--- config.mk ---
export PLATFORM = sky130hd
export DESIGN_NAME = dac_sample_scheduler_flat
export DESIGN_NICKNAME = d
export VERILOG_FILES = /design/src/rtl/dac_sample_scheduler_if.sv /design/src/rtl/dac_sample_scheduler.sv /design/src/flat_wrapper.sv
export SDC_FILE = /design/constraint.sdc
export NUM_CORES = 1
export LEC_CHECK = 0
export BUFFER_PORTS_ARGS = -buffer_cell sky130_fd_sc_hd__buf_4
export CORE_ASPECT_RATIO = 0.9
export CORE_MARGIN = 2
export CORE_UTILIZATION = 50
export CTS_CLUSTER_DIAMETER = 60
export DETAILED_ROUTE_END_ITERATION = 8
export PLACE_DENSITY = 0.74
export SYNTH_ARGS = -nofsm -noshare
export SYNTH_HDL_FRONTEND = slang
export SYNTH_SLANG_ARGS = --single-unit
--- constraint.sdc ---
create_clock -name clk -period 4 [get_ports clk]
set_clock_uncertainty 0.05 [all_clocks]
set_input_delay 0.4 -clock clk [delete_from_list [all_inputs] [get_ports clk]]
set_output_delay 0.4 -clock clk [all_outputs]
set_load 0.01 [all_outputs]
--- src/rtl/dac_sample_scheduler_if.sv ---
// Producer strobes/samples in, one valid/ready sample port out, per-requester overrun pulses.
// overrun_count is only present when SAMPLE_SCHED_OVERRUN_CNT_EN is defined.
interface dac_sample_scheduler_if #(
  parameter int NUM_REQ      = 4,
  parameter int SAMPLE_WIDTH = 16,
  parameter int ID_WIDTH     = $clog2(NUM_REQ)
);
  logic [NUM_REQ-1:0]              req_valid;
  logic [NUM_REQ*SAMPLE_WIDTH-1:0] req_sample;
  logic                            out_ready;
  logic                            out_valid;
  logic signed [SAMPLE_WIDTH-1:0]  out_sample;
  logic [ID_WIDTH-1:0]             out_id;
  logic [NUM_REQ-1:0]              overrun;
`ifdef SAMPLE_SCHED_OVERRUN_CNT_EN
  logic [NUM_REQ*8-1:0]            overrun_count;

  modport master (
    output req_valid, req_sample, out_ready,
    input  out_valid, out_sample, out_id, overrun, overrun_count
  );
  modport slave (
    input  req_valid, req_sample, out_ready,
    output out_valid, out_sample, out_id, overrun, overrun_count
  );
`else
  modport master (
    output req_valid, req_sample, out_ready,
    input  out_valid, out_sample, out_id, overrun
  );
  modport slave (
    input  req_valid, req_sample, out_ready,
    output out_valid, out_sample, out_id, overrun
  );
`endif
endinterface

--- src/rtl/dac_sample_scheduler.sv ---
// Round-robin share of one DAC sample path: strobe->offer in 2 cycles, offer held until out_ready, then GAP_CYCLES idle.
// Defining SAMPLE_SCHED_OVERRUN_CNT_EN adds saturating 8-bit per-requester overrun counters.
module dac_sample_scheduler #(
  parameter int NUM_REQ      = 4,
  parameter int SAMPLE_WIDTH = 16,
  parameter int GAP_CYCLES   = 4,
  parameter int ID_WIDTH     = $clog2(NUM_REQ)
) (
  input  logic                  clk,
  input  logic                  reset,
  dac_sample_scheduler_if.slave bus
);
  localparam int IW1 = ID_WIDTH + 1;

  typedef enum logic [1:0] {IDLE, OFFER, GAP} state_t;

  state_t                  state_q, state_d;
  logic [NUM_REQ-1:0]      pending;
  logic [SAMPLE_WIDTH-1:0] slot [NUM_REQ];
  logic [ID_WIDTH-1:0]     last_grant, grant_id, out_id_q;
  logic [7:0]              gap_cnt;
  logic                    out_valid_q;
  logic [SAMPLE_WIDTH-1:0] out_sample_q;
  logic [NUM_REQ-1:0]      overrun_q, grant_vec;
  logic                    grant_found, grant_en, accept;

  // First pending slot after last_grant, wrapping modulo NUM_REQ.
  always_comb begin
    logic [IW1-1:0] idx;
    grant_id    = '0;
    grant_found = 1'b0;
    idx         = '0;
    for (int k = 1; k <= NUM_REQ; k++) begin
      idx = {1'b0, last_grant} + IW1'(k);
      if (idx >= IW1'(NUM_REQ))
        idx = idx - IW1'(NUM_REQ);
      if (!grant_found && pending[idx[ID_WIDTH-1:0]]) begin
        grant_found = 1'b1;
        grant_id    = idx[ID_WIDTH-1:0];
      end
    end
  end

  always_ff @(posedge clk or posedge reset) begin
    if (reset) state_q <= IDLE;
    else       state_q <= state_d;
  end

  always_comb begin
    state_d  = state_q;
    grant_en = 1'b0;
    accept   = 1'b0;
    case (state_q)
      IDLE: begin
        if (grant_found) begin
          grant_en = 1'b1;
          state_d  = OFFER;
        end
      end
      OFFER: begin
        if (bus.out_ready) begin
          accept  = 1'b1;
          state_d = (GAP_CYCLES == 0) ? IDLE : GAP;
        end
      end
      GAP: begin
        if (gap_cnt <= 8'd1) state_d = IDLE;
      end
      default: state_d = IDLE;
    endcase
  end

  assign grant_vec = grant_en ? (NUM_REQ'(1) << grant_id) : '0;

  // A strobe coinciding with the grant of its own slot refills it rather than overrunning.
  always_ff @(posedge clk or posedge reset) begin
    if (reset) begin
      pending   <= '0;
      overrun_q <= '0;
      for (int i = 0; i < NUM_REQ; i++) slot[i] <= '0;
    end else begin
      for (int i = 0; i < NUM_REQ; i++) begin
        overrun_q[i] <= bus.req_valid[i] & pending[i] & ~grant_vec[i];
        if (bus.req_valid[i]) begin
          slot[i]    <= bus.req_sample[i*SAMPLE_WIDTH +: SAMPLE_WIDTH];
          pending[i] <= 1'b1;
        end else if (grant_vec[i]) begin
          pending[i] <= 1'b0;
        end
      end
    end
  end

  always_ff @(posedge clk or posedge reset) begin
    if (reset) begin
      out_valid_q  <= 1'b0;
      out_sample_q <= '0;
      out_id_q     <= '0;
      last_grant   <= ID_WIDTH'(NUM_REQ - 1);
      gap_cnt      <= '0;
    end else begin
      if (grant_en) begin
        out_valid_q  <= 1'b1;
        out_sample_q <= slot[grant_id];
        out_id_q     <= grant_id;
      end else if (accept) begin
        out_valid_q  <= 1'b0;
        last_grant   <= out_id_q;
      end
      if (accept)
        gap_cnt <= 8'(GAP_CYCLES);
      else if (state_q == GAP)
        gap_cnt <= gap_cnt - 8'd1;
    end
  end

`ifdef SAMPLE_SCHED_OVERRUN_CNT_EN
  logic [7:0] ovr_cnt [NUM_REQ];

  always_ff @(posedge clk or posedge reset) begin
    if (reset) begin
      for (int i = 0; i < NUM_REQ; i++) ovr_cnt[i] <= '0;
    end else begin
      for (int i = 0; i < NUM_REQ; i++)
        if (overrun_q[i] && ovr_cnt[i] != 8'hff) ovr_cnt[i] <= ovr_cnt[i] + 8'd1;
    end
  end

  for (genvar g = 0; g < NUM_REQ; g++) begin : g_cnt
    assign bus.overrun_count[g*8 +: 8] = ovr_cnt[g];
  end
`endif

  assign bus.out_valid  = out_valid_q;
  assign bus.out_sample = out_sample_q;
  assign bus.out_id     = out_id_q;
  assign bus.overrun    = overrun_q;
endmodule
--- src/flat_wrapper.sv ---
// flat-port wrapper written by rule: the top's interface ports become plain ports
module dac_sample_scheduler_flat 
#(
  parameter int NUM_REQ      = 4,
  parameter int SAMPLE_WIDTH = 16,
  parameter int GAP_CYCLES   = 4,
  parameter int ID_WIDTH     = $clog2(NUM_REQ)
)
  (clk, reset, bus_req_valid, bus_req_sample, bus_out_ready, bus_out_valid, bus_out_sample, bus_out_id, bus_overrun);
  dac_sample_scheduler_if #(.NUM_REQ(NUM_REQ), .SAMPLE_WIDTH(SAMPLE_WIDTH), .ID_WIDTH(ID_WIDTH)) bus_i ();
  input  logic clk;
  input  logic reset;
  input wire logic [$bits(bus_i.req_valid)-1:0] bus_req_valid;
  input wire logic [$bits(bus_i.req_sample)-1:0] bus_req_sample;
  input wire logic [$bits(bus_i.out_ready)-1:0] bus_out_ready;
  output wire logic [$bits(bus_i.out_valid)-1:0] bus_out_valid;
  output wire logic [$bits(bus_i.out_sample)-1:0] bus_out_sample;
  output wire logic [$bits(bus_i.out_id)-1:0] bus_out_id;
  output wire logic [$bits(bus_i.overrun)-1:0] bus_overrun;
  assign bus_i.req_valid = bus_req_valid;
  assign bus_i.req_sample = bus_req_sample;
  assign bus_i.out_ready = bus_out_ready;
  assign bus_out_valid = bus_i.out_valid;
  assign bus_out_sample = bus_i.out_sample;
  assign bus_out_id = bus_i.out_id;
  assign bus_overrun = bus_i.overrun;
  dac_sample_scheduler #(.NUM_REQ(NUM_REQ), .SAMPLE_WIDTH(SAMPLE_WIDTH), .GAP_CYCLES(GAP_CYCLES), .ID_WIDTH(ID_WIDTH)) u_core (.clk(clk), .reset(reset), .bus(bus_i));
endmodule
==> impl_metrics.yaml, run 1 <==
status:
  status: "complete, no violations"
routing:
  first_pass_iters: 4
  via_count: 3128
  drc: 0
  wl_um: 10100
  vias_per_cell: 5.70
  wl_per_cell_um: 18.4
  first_iter_violations: 155
  detail-route-antenna-nets: 0
sta:
  drv_slew: 0
  rsz0062_at_grt: "no"
  fin_ws_ns: 1.36
  final.setup.tns_ns: 0
  hold_viol: 0
  min_period_ns: 2.64
  setup_viol: 0
  fin_crit_sh_pct: 66.1
  clock.fmax_ghz: 0.378
  worst_pin_slew_ns: 1.12
  relSlewSlack_pct: 25.1
critical_path:
  worstPathMaxFanout: 17
  crit_chain: "mux2i_4 > o2bb2ai_1 > nor2_1 > mux2_2 > a221o_1"
  slowest_delay_ns: 0.90
  cp-end-kind: "flip-flop"
  start_kind: "flip-flop"
  worstPathArrival_ns: 2.85
  worstSetupPathDepth: 5
  rr_worst_depth: 5
  cpLargestDelayFamily: "compound AO/OA/AOI/OAI gates"
  worst-setup-path-type: "reg2reg"
  critPathRequiredTime_ns: 4.21
  cp_num_buf_inv: 0
  crit_slowest_cell: "o2bb2ai_1"
synth:
  yosys.area_share.simple_pct: 6.03
  synth_xor_area_share_pct: 0.194
  yosysTopAreaCell: "dfrtp_1"
  syn-cell-area_mm2: 0.00450
  synth_nets: 413
  synth_seq_cells: 103
  synthMuxAreaShare_pct: 21.7
  synthAdderAreaFrac_pct: 0.556
  avgSynthCellArea_um2: 13.2
  synth.area.top_cells: "dfrtp_1 (56%), mux2_2 (19%), a221o_1 (3.6%)"
  synth_top_area_share_pct: 56.1
  syn_inst: 340
  synth_top_family_by_area: "multiplexers"
  yosysUniqueCellTypes: 40
  yosys_warnings: 0
  synth_compound_area_share_pct: 11.7
  seq_area_frac_synth_pct: 57.3
power_and_ir_drop:
  leakagePower_nw: 2.43
  pwr_density_cell_mw_per_mm2: 659
  max-vdd-ir-drop_uv: 371
floorplanning:
  num_io_pins: 94
  rows: 32
  coreArea_mm2: 0.00865
  initial_core_util_pct: 52.1
  dieArea_mm2: 0.00978
  chipHeight_um: 94.0
  die_x_um: 104
finish:
  n_antenna_cell: 0
  nets: 498
  syn2layout_area_growth_pct: 21.5
  final_cell_mix: "dfrtp_1 (101), buf_4 (95), mux2_2 (74), o21ai_0 (23), nand3_1 (19)"
  final_common_cell: "dfrtp_1"
  final_util_pct: 63.3
  drive_gt1_share_pct: 46.5
clocking:
  clock-root-buffer: "clkbuf_8"
  htree_levels: 3
  worst_skew_pair.late_latency_ns: 0.37
  hold_buffers: 0
  ctsLongestPathBuffers: 2
  cts_post_setup_buffers_inserted: 0
  cts_sinks: 103
  cts_tree: "done"
  clk_pin_slew_ns: 0.09
  numCtsBuffers: 9
  cts_resized: 0
place:
  pre_cts_ws_ns: 1.35
  port-buffer-count: 93
  dpl.hpwl_um: 6950
  gp_congestion: 0.745
hold_path:
  holdPathStages: 2
  hp-class: "in2reg"
global_routing:
  grt_pass1_vias: 3228
  grt_pass1_wl_um: 16600
  globalRouteOverflowTotal: 0
  antenna_found_initial: 0
  grtUsageTotal_pct: 21.8
  grt_start_max_net_pins: 78
flow_run:
  maxCapViolCount: 0
[sequential cells by signal, indices dropped and copies added, names as in the netlist]
register / count
u_core.pending: 4
u_core.bus.out_id: 2
u_core.bus.out_sample: 16
u_core.slot: 64
u_core.state_q: 2
u_core.last_grant: 2
u_core.gap_cnt: 8
u_core.bus.out_valid: 1
u_core.bus.overrun: 4
[kinds of logic (layout without fill, tap and decap cells)]
family | Yosys count | count (layout)
adder cells (fa/ha/maj) | 2 | 2
flip-flops | 103 | 103
AND/OR/NAND/NOR | 51 | 51
multiplexers | 83 | 83
AO/OA/AOI/OAI | 74 | 74
buffers and inverters | 26 | 116
XOR/XNOR | 1 | 1
[synthesized netlist by cell type (all sizes together)]
cell,instances
o31ai,2
o21ba,1
or4,3
a211oi,1
a31oi,1
o2bb2ai,1
o211ai,2
and3,2
a21oi,16
or3,1
dfrtp,101
mux2,82
and2b,1
nor4,1
nand3,19
a221o,16
a2bb2oi,1
ha,2
or2,1
o21ai,23
buf,8
o311ai,2
mux2i,1
a21boi,1
nand2,10
a21o,4
clkbuf,13
nand3b,3
inv,5
o41ai,2
o21bai,1
dfstp,2
nor2,7
and2,1
xor2,1
nand2b,2
[where the power goes]
group	switching, mW	internal (mW)	leakage (nW)	total, mW
combinational	0.728	0.713	1.11	1.44
sequential	0.205	1.30	1.22	1.50
clock	0.350	0.309	0.0968	0.660
total	1.28	2.32	2.43	3.61
[path summary, 6_finish.rpt]
path                                           start                       end  slack [ns]
worst min-delay path                   bus_out_ready         u_core.state_q[0]        0.18
worst max-delay path            u_core.last_grant[1]  u_core.bus.out_sample[0]        1.36
worst min register to register     u_core.gap_cnt[7]         u_core.gap_cnt[7]        0.44
min in group asynchronous                      reset         u_core.gap_cnt[0]        0.19
max in group asynchronous                      reset      u_core.last_grant[0]        2.76
worst max register to register  u_core.last_grant[1]  u_core.bus.out_sample[0]        1.36
[metrics by stage]
stage / instances / total power [mW] / hold WS [ns] / instance area [um2]
floorplan: 340 / 2.51 / 0.398 / 4500
detailed placement: 533 / 2.97 / 0.419 / 5270
finish: 549 / 3.61 / 0.178 / 5470
global placement: 533 / 2.90 / 0.418 / 5270
global route: 549 / 3.84 / 0.171 / 5470
CTS: 549 / 3.63 / 0.168 / 5470
[routing by layer]
layer	global-route usage [%]	up-vias	routed length, um
met5	0	-	0
met2	36.0	87	4980
met1	28.9	1611	4440
li1	-	1421	-
met4	6.31	0	127
met3	5.55	9	529
[final cells by class]
class	instances	area, um2
flip-flops and latches	103	2580
clock inverters	4	55.1
inverters	5	21.3
repair buffers	95	713
clock buffers	12	145
multi-input cells	211	1810
fillers	718	3180
well taps	119	149
Power figures use the tool's default switching activity.
==> run 2: changes to the inputs <==
clock period = 2.7 ns   (was 4 ns; I/O delays follow)
==> impl_metrics.yaml, run 2 (synthesis gave the netlist of run 1 again) <==
status:
  status: "complete, no violations"
sta:
  worst_pin_slew_ns: 0.851
  drv_slew: 0
  clock.fmax_ghz: 0.448
  rsz0062_at_grt: "no"
  fin_crit_sh_pct: 82.7
  relSlewSlack_pct: 43.1
  hold_viol: 0
  min_period_ns: 2.23
  setup_viol: 0
  final.setup.tns_ns: 0
routing:
  drc: 0
  first_pass_iters: 4
  vias_per_cell: 5.52
  wl_per_cell_um: 17.8
  via_count: 3070
  first_iter_violations: 176
  wl_um: 9890
  detail-route-antenna-nets: 0
flow_run:
  maxCapViolCount: 0
global_routing:
  grt_start_max_net_pins: 41
  antenna_found_initial: 0
  met3_usage_pct: 4.58
  gr-usage-met1_pct: 28.8
  grtUsageMet2_pct: 35.4
  globalRouteOverflowTotal: 0
  grt_pass1_vias: 3186
  grt_pass1_wl_um: 16300
  grtUsageTotal_pct: 21.7
  grt.busiest_layer: "met2"
critical_path:
  cp-end-kind: "flip-flop"
  crit_slowest_cell: "or4_1"
  start_kind: "flip-flop"
  cpLargestDelayFamily: "simple AND/OR/NAND/NOR gates"
  cp_num_buf_inv: 0
  worstPathArrival_ns: 2.45
  critical_path.startpoint: "u_core.pending[3]"
  critPathRequiredTime_ns: 2.92
  slowest_delay_ns: 0.55
  worstPathMaxFanout: 18
  crit_chain: "or4_1 > nand2_1 > or2_1 > a21oi_1 > a221o_1"
  reg2reg_from: "u_core.pending[3]"
  worst-setup-path-type: "reg2reg"
place:
  gp_congestion: 0.804
  dp_cells: 540
  port-buffer-count: 93
  dpl.hpwl_um: 6960
floorplanning:
  dieArea_mm2: 0.00978
  coreArea_mm2: 0.00865
  num_io_pins: 94
  initial_core_util_pct: 52.1
  die_x_um: 104
  chipHeight_um: 94.0
  rows: 32
finish:
  drive_gt1_share_pct: 47.4
  nets: 505
  n_antenna_cell: 0
  largest_register_ffs: 64
  syn2layout_area_growth_pct: 22.4
  regMostFlops: "u_core.slot"
  final_cell_mix: "buf_4 (101), dfrtp_1 (101), mux2_2 (74), o21ai_0 (23), nand3_1 (19)"
  finalNonFillerCells: 556
clocking:
  clock-root-buffer: "clkbuf_8"
  cts_sinks: 103
  htree_levels: 3
  worst_skew_pair.late_latency_ns: 0.37
  ctsLongestPathBuffers: 2
  cts_resized: 0
  numCtsBuffers: 9
  clk_pin_slew_ns: 0.10
  cts_tree: "done"
  hold_buffers: 0
  cts_post_setup_buffers_inserted: 0
hold_path:
  hp-class: "in2async"
power_and_ir_drop:
  p_int_mw: 3.40
  sequentialPowerShare_pct: 42.1
  combPwrFrac_pct: 41.2
  pwr_density_cell_mw_per_mm2: 965
  p_switching_mw: 1.93
  leakagePower_nw: 2.45
  swShare_pct: 36.2
  max-vdd-ir-drop_uv: 459
  p_clk_share_pct: 16.7
run 2: layer usage:
metal | part of all wire (%) | vias to the layer above
met5 | 0 | -
met4 | 1.2 | 0
met3 | 5.7 | 11
met2 | 49 | 95
met1 | 44 | 1534
li1 | - | 1430
run 2: worst register-to-register path, delay by kind of cell (launching register included):
kind / cells / cell delay, ns
flip-flops: 1 / 0.47
AND/OR/NAND/NOR: 3 / 1.19
AO/OA/AOI/OAI: 2 / 0.41
run 2: cell type report:
class,count,area [um2]
Timing Repair Buffer,102,778
Fill cell,712,3130
Multi-Input combinational cell,211,1810
Tap cell,119,149
Clock buffer,12,145
Clock inverter,4,31.3
Inverter,5,22.5
Sequential cell,103,2580
run 2: metrics by stage:
stage | utilization [%] | setup slack, ns | cell area (um2) | power (mW) | hold slack [ns]
floorplan | - | 0.532 | 4510 | 3.72 | 0.315
global placement | 61.7 | 0.539 | 5340 | 4.39 | 0.424
detailed placement | 61.7 | 0.467 | 5340 | 4.47 | 0.418
CTS | 63.8 | 0.462 | 5520 | 5.36 | 0.0277
global route | 63.8 | 0.333 | 5520 | 5.66 | 0.0330
finish | 63.8 | 0.467 | 5520 | 5.32 | 0.00621
run 2: power by group through the flow:
stage / logic (mW) / registers (mW) / clock network, mW
after CTS: 2.22 / 2.24 / 0.905
after detailed placement: 2.22 / 2.25 / 0
after global routing: 2.40 / 2.29 / 0.973
after global placement: 2.15 / 2.25 / 0
final: 2.19 / 2.24 / 0.891
after floorplan: 1.49 / 2.23 / 0
run 2: final timing paths:
path / end / depth (start not counted) / slack, ns
max in group asynchronous: u_core.last_grant[1] / 3 / 1.89
max reg2reg: u_core.bus.out_sample[4] / 5 / 0.47
min in group clk: u_core.state_q[0] / 2 / 0.04
min: u_core.slot[12] / 2 / 0.006
min reg2reg: u_core.gap_cnt[4] / 1 / 0.44
max: u_core.bus.out_sample[4] / 5 / 0.47
==> run 3: changes to the inputs <==
clock period = 2.3 ns   (was 2.7 ns; I/O delays follow)
==> impl_metrics.yaml, run 3 (synthesis gave the netlist of run 1 again) <==
global_routing:
  grt_start_max_net_pins: 104
  antenna_found_initial: 0
  grtUsageTotal_pct: 21.6
  grt_pass1_vias: 3277
  grt_pass1_wl_um: 16400
  globalRouteOverflowTotal: 0
critical_path:
  worstPathMaxFanout: 17
  critical_path.startpoint: "u_core.last_grant[1]"
  reg2reg_from: "u_core.last_grant[1]"
  start_kind: "flip-flop"
  cp-end-kind: "flip-flop"
  worstPathArrival_ns: 2.36
  rr_worst_depth: 5
  critPathRequiredTime_ns: 2.50
  worst-setup-path-type: "reg2reg"
routing:
  vias_per_cell: 5.58
  via_count: 3127
  drc: 0
  first_pass_iters: 4
  wl_um: 9860
  wl_per_cell_um: 17.6
  detail-route-antenna-nets: 0
  first_iter_violations: 128
power_and_ir_drop:
  p_switching_mw: 2.24
  p_int_mw: 4.19
  p_total_mw: 6.43
  swShare_pct: 34.9
  max-vdd-ir-drop_uv: 447
  pwr_density_cell_mw_per_mm2: 1150
  combPwrFrac_pct: 41.1
  leakagePower_nw: 2.49
  sequentialPowerShare_pct: 40.7
  p_clk_share_pct: 18.2
clocking:
  clock-root-buffer: "clkbuf_8"
  numCtsBuffers: 9
  worst_skew_pair.late_latency_ns: 0.36
  cts_tree: "done"
  cts_post_setup_buffers_inserted: 0
  clk_pin_slew_ns: 0.10
  htree_levels: 3
  cts_sinks: 103
  ctsLongestPathBuffers: 2
hold_path:
  holdPathStages: 2
  worstHoldStart: "bus_req_sample[50]"
  hp-class: "in2reg"
floorplanning:
  num_io_pins: 94
  chipHeight_um: 94.0
  rows: 32
  die_x_um: 104
  dieArea_mm2: 0.00978
  coreArea_mm2: 0.00865
  initial_core_util_pct: 52.1
sta:
  relSlewSlack_pct: 63.8
  clock.fmax_ghz: 0.464
  final.setup.tns_ns: 0
  rsz0062_at_grt: "no"
  setup_viol: 0
  worst_pin_slew_ns: 0.543
  min_period_ns: 2.16
  drv_slew: 0
  fin_crit_sh_pct: 93.8
  hold_viol: 0
finish:
  largest_register_ffs: 64
  drive_gt1_share_pct: 47.6
  final_common_cell: "buf_4"
  syn2layout_area_growth_pct: 23.9
  finalNonFillerCells: 560
  final_util_pct: 64.5
  final_cell_mix: "buf_4 (103), dfrtp_1 (101), mux2_2 (74), o21ai_0 (23), nand3_1 (19)"
  nets: 509
  fill_cells: 697
  final_area_mm2: 0.00558
  n_antenna_cell: 0
  regMostFlops: "u_core.slot"
status:
  status: "complete, no violations"
place:
  dpl.hpwl_um: 6880
  port-buffer-count: 93
  placed_area_mm2: 0.00535
  gp_congestion: 0.784
  dp_cells: 542
flow_run:
  maxCapViolCount: 0
==> run 3: cell types whose count changed in the layout (fill, tap and decap cells not counted), sizes merged <==
cell,before,now
bufinv,0,1
clkinv,3,2
buf,102,104
dlygate4sd3,0,2
==> run 3: worst paths after layout <==
kind,to,slack [ns]
setup reg to reg,u_core.bus.out_sample[1],0.14
max in group asynchronous,u_core.slot[16],1.28
setup / recovery,u_core.bus.out_sample[1],0.14
hold / removal,u_core.slot[2],0.04
hold reg to reg,u_core.gap_cnt[7],0.44
min in group asynchronous,u_core.slot[27],0.51
==> run 3: layout make-up <==
type                       count  area, um2  share of cell area [%]
inverter                       5       22.5                   0.403
timing repair buffer         106        813                    14.6
tap                          119        149                    2.67
clock inverter                 4       52.6                   0.941
sequential                   103       2580                    46.2
clock buffer                  12        155                    2.78
multi-input combinational    211       1810                    32.4
==> run 3: per-stage QoR <==
step	hold slack, ns	setup WS, ns
floorplan	0.275	0.132
global placement	0.383	0.190
detailed placement	0.381	0.139
CTS	0.0218	0.127
global route	0.0183	0.0533
finish	0.0385	0.143
==> run 3: what timing repair did <==
action                                  in CTS  in global routing
hold endpoints to repair                    87                  0
endpoints found under the setup margin       0                  0
gates resized for setup                      0                  0
hold buffers                                 2                  0
==> run 3: worst max-delay path, cell delays in order (launching register included) <==
cell       delay [ns]
dfstp_2          0.65
mux2i_4          0.29
a2bb2oi_4        0.18
nand2_4          0.19
mux2_4           0.35
a221o_1          0.32
==> run 3: routing by layer <==
metal	wire [um]	up-vias	part of all wire, %	GRT usage (%)
li1	-	1450	-	-
met1	4310	1572	44	28.1
met2	4840	92	49	36.2
met3	566	13	5.7	4.92
met4	137	0	1.4	6.98
met5	0	-	0	0
==> run 3: power by group through the flow <==
stage	combinational [mW]	sequential, mW	clock (mW)
6_report	2.64	2.62	1.17
2_1_floorplan	1.75	2.62	0
5_1_grt	2.88	2.68	1.29
3_3_place_gp	2.57	2.63	0
4_1_cts	2.67	2.61	1.20
3_5_place_dp	2.66	2.64	0
